--- src/rtl/instruction_memory_pipelined.sv ---
// instruction_memory_pipelined: run-time loadable instruction store with wait-stated fetch handshake, freeze hold and fault flag
module instruction_memory_pipelined #(
    parameter int DEPTH       = 64,
    parameter int WAIT_STATES = 1,
    parameter int IDX_W       = 6
) (
    input  logic             clk,
    input  logic             rst,
    input  logic             req,
    input  logic [31:0]      address,
    input  logic             freeze,
    output logic             ready,
    output logic             valid,
    output logic [31:0]      instruction,
    output logic             fault,
    input  logic             wr_en,
    input  logic [IDX_W-1:0] wr_idx,
    input  logic [31:0]      wr_data
);
    typedef enum logic [1:0] {IDLE, BUSY, DONE} state_t;
    state_t      r_state, w_next;
    logic [31:0] r_mem [DEPTH];
    logic [31:0] r_addr, r_instr, w_addr;
    logic [2:0]  r_cnt;
    logic        r_valid, r_fault, w_take, w_enter, w_fault;
    assign ready       = (r_state == IDLE) || (r_state == DONE && !freeze);
    assign valid       = r_valid;
    assign fault       = r_fault;
    assign instruction = r_instr;
    assign w_take      = req && ready;
    assign w_addr      = (r_state == BUSY) ? r_addr : address;
    assign w_fault     = (w_addr[1:0] != 2'b00) || ({2'b00, w_addr[31:2]} >= 32'(DEPTH));
    assign w_enter     = (w_take && WAIT_STATES == 0) || (r_state == BUSY && r_cnt == 3'd1);
    // next state: an accept restarts a fetch, BUSY counts down, a frozen DONE holds
    always_comb begin
        w_next = w_take ? ((WAIT_STATES == 0) ? DONE : BUSY) :
                 (r_state == BUSY) ? ((r_cnt == 3'd1) ? DONE : BUSY) :
                 (r_state == DONE && freeze) ? DONE : IDLE;
    end
    // load port; out-of-range indices and writes during reset are dropped
    always_ff @(posedge clk) begin
        if (wr_en && !rst && 32'(wr_idx) < 32'(DEPTH)) r_mem[wr_idx] <= wr_data;
    end
    // fetch FSM; data is sampled from the array before any same-edge write lands
    always_ff @(posedge clk) begin
        if (rst) begin
            r_state <= IDLE;
            r_cnt   <= 3'd0;
            r_addr  <= 32'd0;
            r_valid <= 1'b0;
            r_fault <= 1'b0;
            r_instr <= 32'd0;
        end else begin
            r_state <= w_next;
            r_valid <= (w_next == DONE);
            if (w_take) begin
                r_addr <= address;
                r_cnt  <= 3'(WAIT_STATES);
            end else if (r_state == BUSY) begin
                r_cnt <= r_cnt - 3'd1;
            end
            if (w_enter) begin
                r_fault <= w_fault;
                r_instr <= w_fault ? 32'd0 : r_mem[w_addr[IDX_W+1:2]];
            end else if (w_next != DONE) begin
                r_fault <= 1'b0;
            end
        end
    end
endmodule

--- config.mk ---
export PLATFORM = sky130hd
export DESIGN_NAME = instruction_memory_pipelined
export DESIGN_NICKNAME = d
export VERILOG_FILES = /design/src/rtl/instruction_memory_pipelined.sv
export SDC_FILE = /design/constraint.sdc
export NUM_CORES = 2
export LEC_CHECK = 0
export BUFFER_PORTS_ARGS = -buffer_cell sky130_fd_sc_hd__clkbuf_2
export CORE_MARGIN = 1
export CORE_UTILIZATION = 56
export CTS_CLUSTER_SIZE = 28
export DETAILED_ROUTE_END_ITERATION = 6
export GPL_ROUTABILITY_DRIVEN = 0
export PLACE_DENSITY = 0.75
export SLEW_MARGIN = 20
export SYNTH_ARGS = -nofsm -noshare
export SYNTH_HDL_FRONTEND = slang
export SYNTH_SLANG_ARGS = --single-unit
--- constraint.sdc ---
create_clock -name clk -period 3.6 [get_ports clk]
set_clock_uncertainty 0.05 [all_clocks]
set_input_delay 0.36 -clock clk [delete_from_list [all_inputs] [get_ports clk]]
set_output_delay 0.36 -clock clk [all_outputs]
set_load 0.005 [all_outputs]
======== After elaboration in Yosys (flattened, before gate mapping) ========
Memories as Yosys holds them, arrays and structs flattened.
Cells that the tools add are included.
word-level totals
  register bits after elaboration ......... 71
  bits in writable memories ............... 2048
  output and inout bits ................... 35
  word-level logic and storage cells ...... 41
  memories ................................ 1
memories
  name   words  bits a word  rd ports  clocked after memory_dff  wr ports  RTL line  RTL
  r_mem  64     32           1         0                         1         22        logic [31:0] r_mem [DEPTH];
cells by class
  add/sub/neg operators ................... 1
  order comparisons ....................... 1
  equality and inequality tests ........... 5
  multiplexer cells ....................... 12
  reduce and logical (&&, ||, !) cells .... 14
operators with widths
  operator             number
  $mux 32              2
  $ge 30x7->1 const B  1
  $mux 2               4
  $mux 1               6
  $reduce_bool 2->1    3
  $logic_and 1x1->1    5
  $eq 2x2->1 const B   2
  $eq 3x1->1 const B   1
  $sub 3x1->3 const B  1
  $eq 2x1->1 const B   1
  $logic_not 1->1      2
  $logic_not 2->1      1
  $logic_or 1x1->1     2
  $ne 2x2->1 const B   1
  $reduce_or 2->1      1

======== Longest topological paths before layout ========
  word-level depth ........................ 8
  depth in mapped cells ................... 14
  gate-level depth less buffers ........... 9

======== Least setup slack after synthesis ========
Ideal clock, no wire load.
  kind .................................... input to register
  start ................................... in rst
  end ..................................... mem r_mem[48][0] (enable)
  arrival ................................. 3.292 ns
  data required time ...................... 3.089 ns
  setup slack ............................. -0.203 ns
  stages .................................. 4
  path buffers ............................ 1
  path through ............................ clkbuf_1 -> nand4b_1 -> or3_1 -> nor3_1
on the way
  longest elaborated chain between the ends .. 4
RTL lines
  what                          RTL line  RTL
  start: declaration            8         input logic rst,
  $logic_not 1->1               42        if (wr_en && !rst && 32'(wr_idx) < 32'(DEPTH)) r_mem[wr_idx] <= wr_data;
  $logic_and 1x1->1             42
  $mux 1                        42
  $mux 1 (not written as such)  42
  end: declaration              22
No other way between the ends.

======== Worst setup path after layout ========
  start ................................... reg r_state[0]
  end ..................................... reg r_instr[12], in the netlist instruction[12]
on the way
  longest elaborated chain between the ends .. 5
  elaborated cells between the ends (all ways) .. 8
RTL lines
  what                                                     RTL line  RTL
  start: declaration                                       21        state_t r_state, w_next;
  start signal: assignment                                 54        r_state <= w_next;
  $eq 2x1->1 *                                             31, 33
  $mux 32                                                  31        assign w_addr = (r_state == BUSY) ? r_addr : address;
  $ge 30x7->1 / $reduce_bool 2->1 (equally long branches)  32        assign w_fault = (w_addr[1:0] != 2'b00) || ({2'b00, w_addr[31:2]} >= 32'(DEPTH));
  $logic_or 1x1->1                                         32
  $mux 32                                                  64        r_instr <= w_fault ? 32'd0 : r_mem[w_addr[IDX_W+1:2]];
  end signal: assignment                                   64
  end: declaration                                         23        logic [31:0] r_addr, r_instr, w_addr;
Mark *: on every way between the ends. The rest lies on a longest branch, timed or not.
A chain may end at the register's enable or synchronous reset.

==> impl_metrics.tcl <==
set metrics [dict create \
    clock-root-buffer "clkbuf_16" \
    syn_area_per_cell_um2 16.2 \
    ys.flop_type "edfxtp_1" \
    crit_arrival_ns 4.18 \
    drive_gt1_frac 0.176 \
    worstSetupPathType "reg2reg" \
    vias 49745 \
    ys_ff_latch 2119 \
    core-area_um2 144000 \
    clock-sinks 2119 \
    clk_pin_slew_ns 0.06 \
    status "complete, no violations" \
    leakage_nw 30.7 \
    hold_path_depth 1 \
    antenna_found_initial 9 \
    worst_pin_slew_ns 1.12 \
    hpwl_mm 132 \
    grt_setup_unrepaired "false" \
    die_w_um 384 \
    dp_slack_ns 0.0915 \
    post_dp_cell_area_um2 86900 \
    yosysWarnings 0 \
    clockBufferDepth 3 \
    initial_core_util 0.567 \
    fin_crit_sh 0.975 \
    nNetsFinal 5432 \
    min_to "r_mem[12][29]$_DFFE_PP_" \
    drt_iter0_markers 7103 \
    synth_cells 5046 \
    synth_edf_count 2048 \
    ys_async_sr_fraction 0 \
    drt_wl_total_mm 230 \
    drcViolationCount 0 \
    finalCriticalPeriod_ns 3.51 \
    synth_area_um2 81900 \
    power_density_nw_per_um2 562 \
    finalSetupTns_ns 0 \
    place_inst 7024 \
    hold_violations 0 \
    reg2reg_depth 11 \
    final_cell_mix "edfxtp_1, nand2_1, nand3_1" \
    final_cells 7430 \
    r2r-end "instruction[12]$_SDFFE_PP0P_" \
    ioPinCount 110 \
    grt_first_pass_wirelength_mm 328 \
    rr_startpoint "r_state[0]$_SDFF_PP0_" \
    endpoint_kind "flip-flop" \
    final_core_util 0.648 \
    rrSetupSlack_ns 0.09 \
    crit_path_start_kind "flip-flop" \
    cp_max_fo 26 \
    hp-start "wr_data[29]" \
    ir_worst_vdd_mv 0.431 \
    setup_slack_ns 0.0883 \
    fin_area_um2 93600 \
    viasPerCell 6.70 \
    cts_tree "built" \
    syn-num-nets 5123 \
    overflow 0 \
    mostFrequentLayoutCell "edfxtp_1" \
    min_path_type "in2reg" \
    fp.dieH_um 384 \
    clock.fmax_ghz 0.285 \
    critPathRequiredTime_ns 4.26 \
    htree_levels 4 \
    setup_viol 0 \
    syn_to_final_growth_pct 14.3 \
    grt_usage 0.310 \
    slew_viol_final 0 \
    yosysSeqAreaShare 0.768 \
    first_global_vias 48313 \
    max_cap_violations 0 \
    dieArea_um2 148000 \
    rows 139 \
    firstDrtPassIters 6 \
    relSlewSlack 0.252 \
    routedWlPerCell_um 30.9 \
    cts_made_buffers 197 \
    synthDistinctLibCells 71 \
    portBuffers 109 \
    clk_latency_ns 0.84 \
    grt_max_degree 82 \
    ant_nets 0 \
]
==> Yosys cell counts, drive strengths merged (28+ instances only) <==
cell type / count / area [um^2]
nand3: 236 / 1180
nand4: 54 / 338
o21ai: 28 / 140
mux2i: 229 / 2310
and2: 30 / 188
inv: 33 / 124
edfxtp: 2048 / 61500
mux2: 43 / 484
o22ai: 64 / 400
a22o: 43 / 377
a32oi: 61 / 534
a31oi: 92 / 576
clkbuf: 131 / 492
nor2: 96 / 378
nand2: 900 / 3380
a31o: 44 / 385
dfxtp: 71 / 1420
mux4: 131 / 2950
a21oi: 196 / 988
a211oi: 87 / 653
a221oi: 59 / 523
buf: 189 / 1070
==> where the power goes <==
part,switching (mW),total (mW),internal (mW)
Combinational,3.28,4.90,1.62
Clock,8.96,20.5,11.6
Sequential,0.0478,27.2,27.1
==> worst max-delay path, cell delays in order, from the launching register on <==
cell and delay, ns:
dfxtp_1 0.47, and3b_1 0.25, buf_4 0.32, a21oi_4 0.08, buf_4 0.21, nor2_2 0.47, buf_4 0.40, nand3_1 0.11
a31oi_1 0.46, o31ai_1 0.18, buf_4 0.23, a31o_1 0.17
==> cells by family after synthesis <==
group / share of synthesized area
and+or+nand+nor: 0.0702
muxes: 0.0701
xor gates and xnor gates: 0.000214
AOI/OAI and AO/OA: 0.0700
DFF: 0.768
buffers and inverters: 0.0206
adders and majority gates: 0.000306
==> layout make-up <==
class	count	area, um^2
clock buffers	273	5560
inverters	33	124
fillers	9460	50700
clock inverters	92	792
well taps	1903	2380
diodes	6	15.0
multi-input cells	2575	17900
flip-flops and latches	2119	62900
repair buffers	429	3860
==> state kept, by name (all words and copies together), names as in the netlist <==
| register | cells |
|---|---|
| r_addr | 32 |
| r_state | 2 |
| valid | 1 |
| r_cnt | 3 |
| r_mem | 2048 |
| instruction | 32 |
| fault | 1 |
==> worst max path at each step <==
stage                           from                           end  slack [ns]  depth (start not counted)
6_report       r_state[0]$_SDFF_PP0_  instruction[12]$_SDFFE_PP0P_        0.09                         11
5_1_grt        r_state[0]$_SDFF_PP0_  instruction[11]$_SDFFE_PP0P_       0.008                          9
4_1_cts        r_state[0]$_SDFF_PP0_   instruction[5]$_SDFFE_PP0P_        0.08                         10
3_5_place_dp   r_state[0]$_SDFF_PP0_  instruction[12]$_SDFFE_PP0P_        0.09                         11
3_3_place_gp   r_state[0]$_SDFF_PP0_   instruction[5]$_SDFFE_PP0P_        0.15                         10
2_1_floorplan              wr_idx[3]        r_mem[10][0]$_DFFE_PP_        0.55                          4
==> routing by layer <==
metal | vias to the layer above | routed length [um] | GRT usage
li1 | 20407 | - | -
met1 | 24876 | 81200 | 0.412
met2 | 3781 | 106000 | 0.483
met3 | 673 | 30400 | 0.0776
met4 | 8 | 11800 | 0.142
met5 | - | 46 | 0
==> timing repair <==
action | in CTS | in global routing
resized for setup | 0 | 2
setup endpoints to repair | 0 | 7
endpoints found under the hold margin | 34 | 0
buffers inserted | 0 | 2
hold buffers | 32 | 0
==> metrics by stage <==
| step | hold slack [ns] | power [mW] |
|---|---|---|
| after floorplan | 0.382 | 30.4 |
| after global placement | 0.392 | 32.3 |
| after detailed placement | 0.399 | 32.4 |
| after CTS | 0.0342 | 52.6 |
| after global routing | 0.0260 | 53.8 |
| final | 0.0126 | 52.6 |
Note: power is estimated with default switching activity, not from simulation.
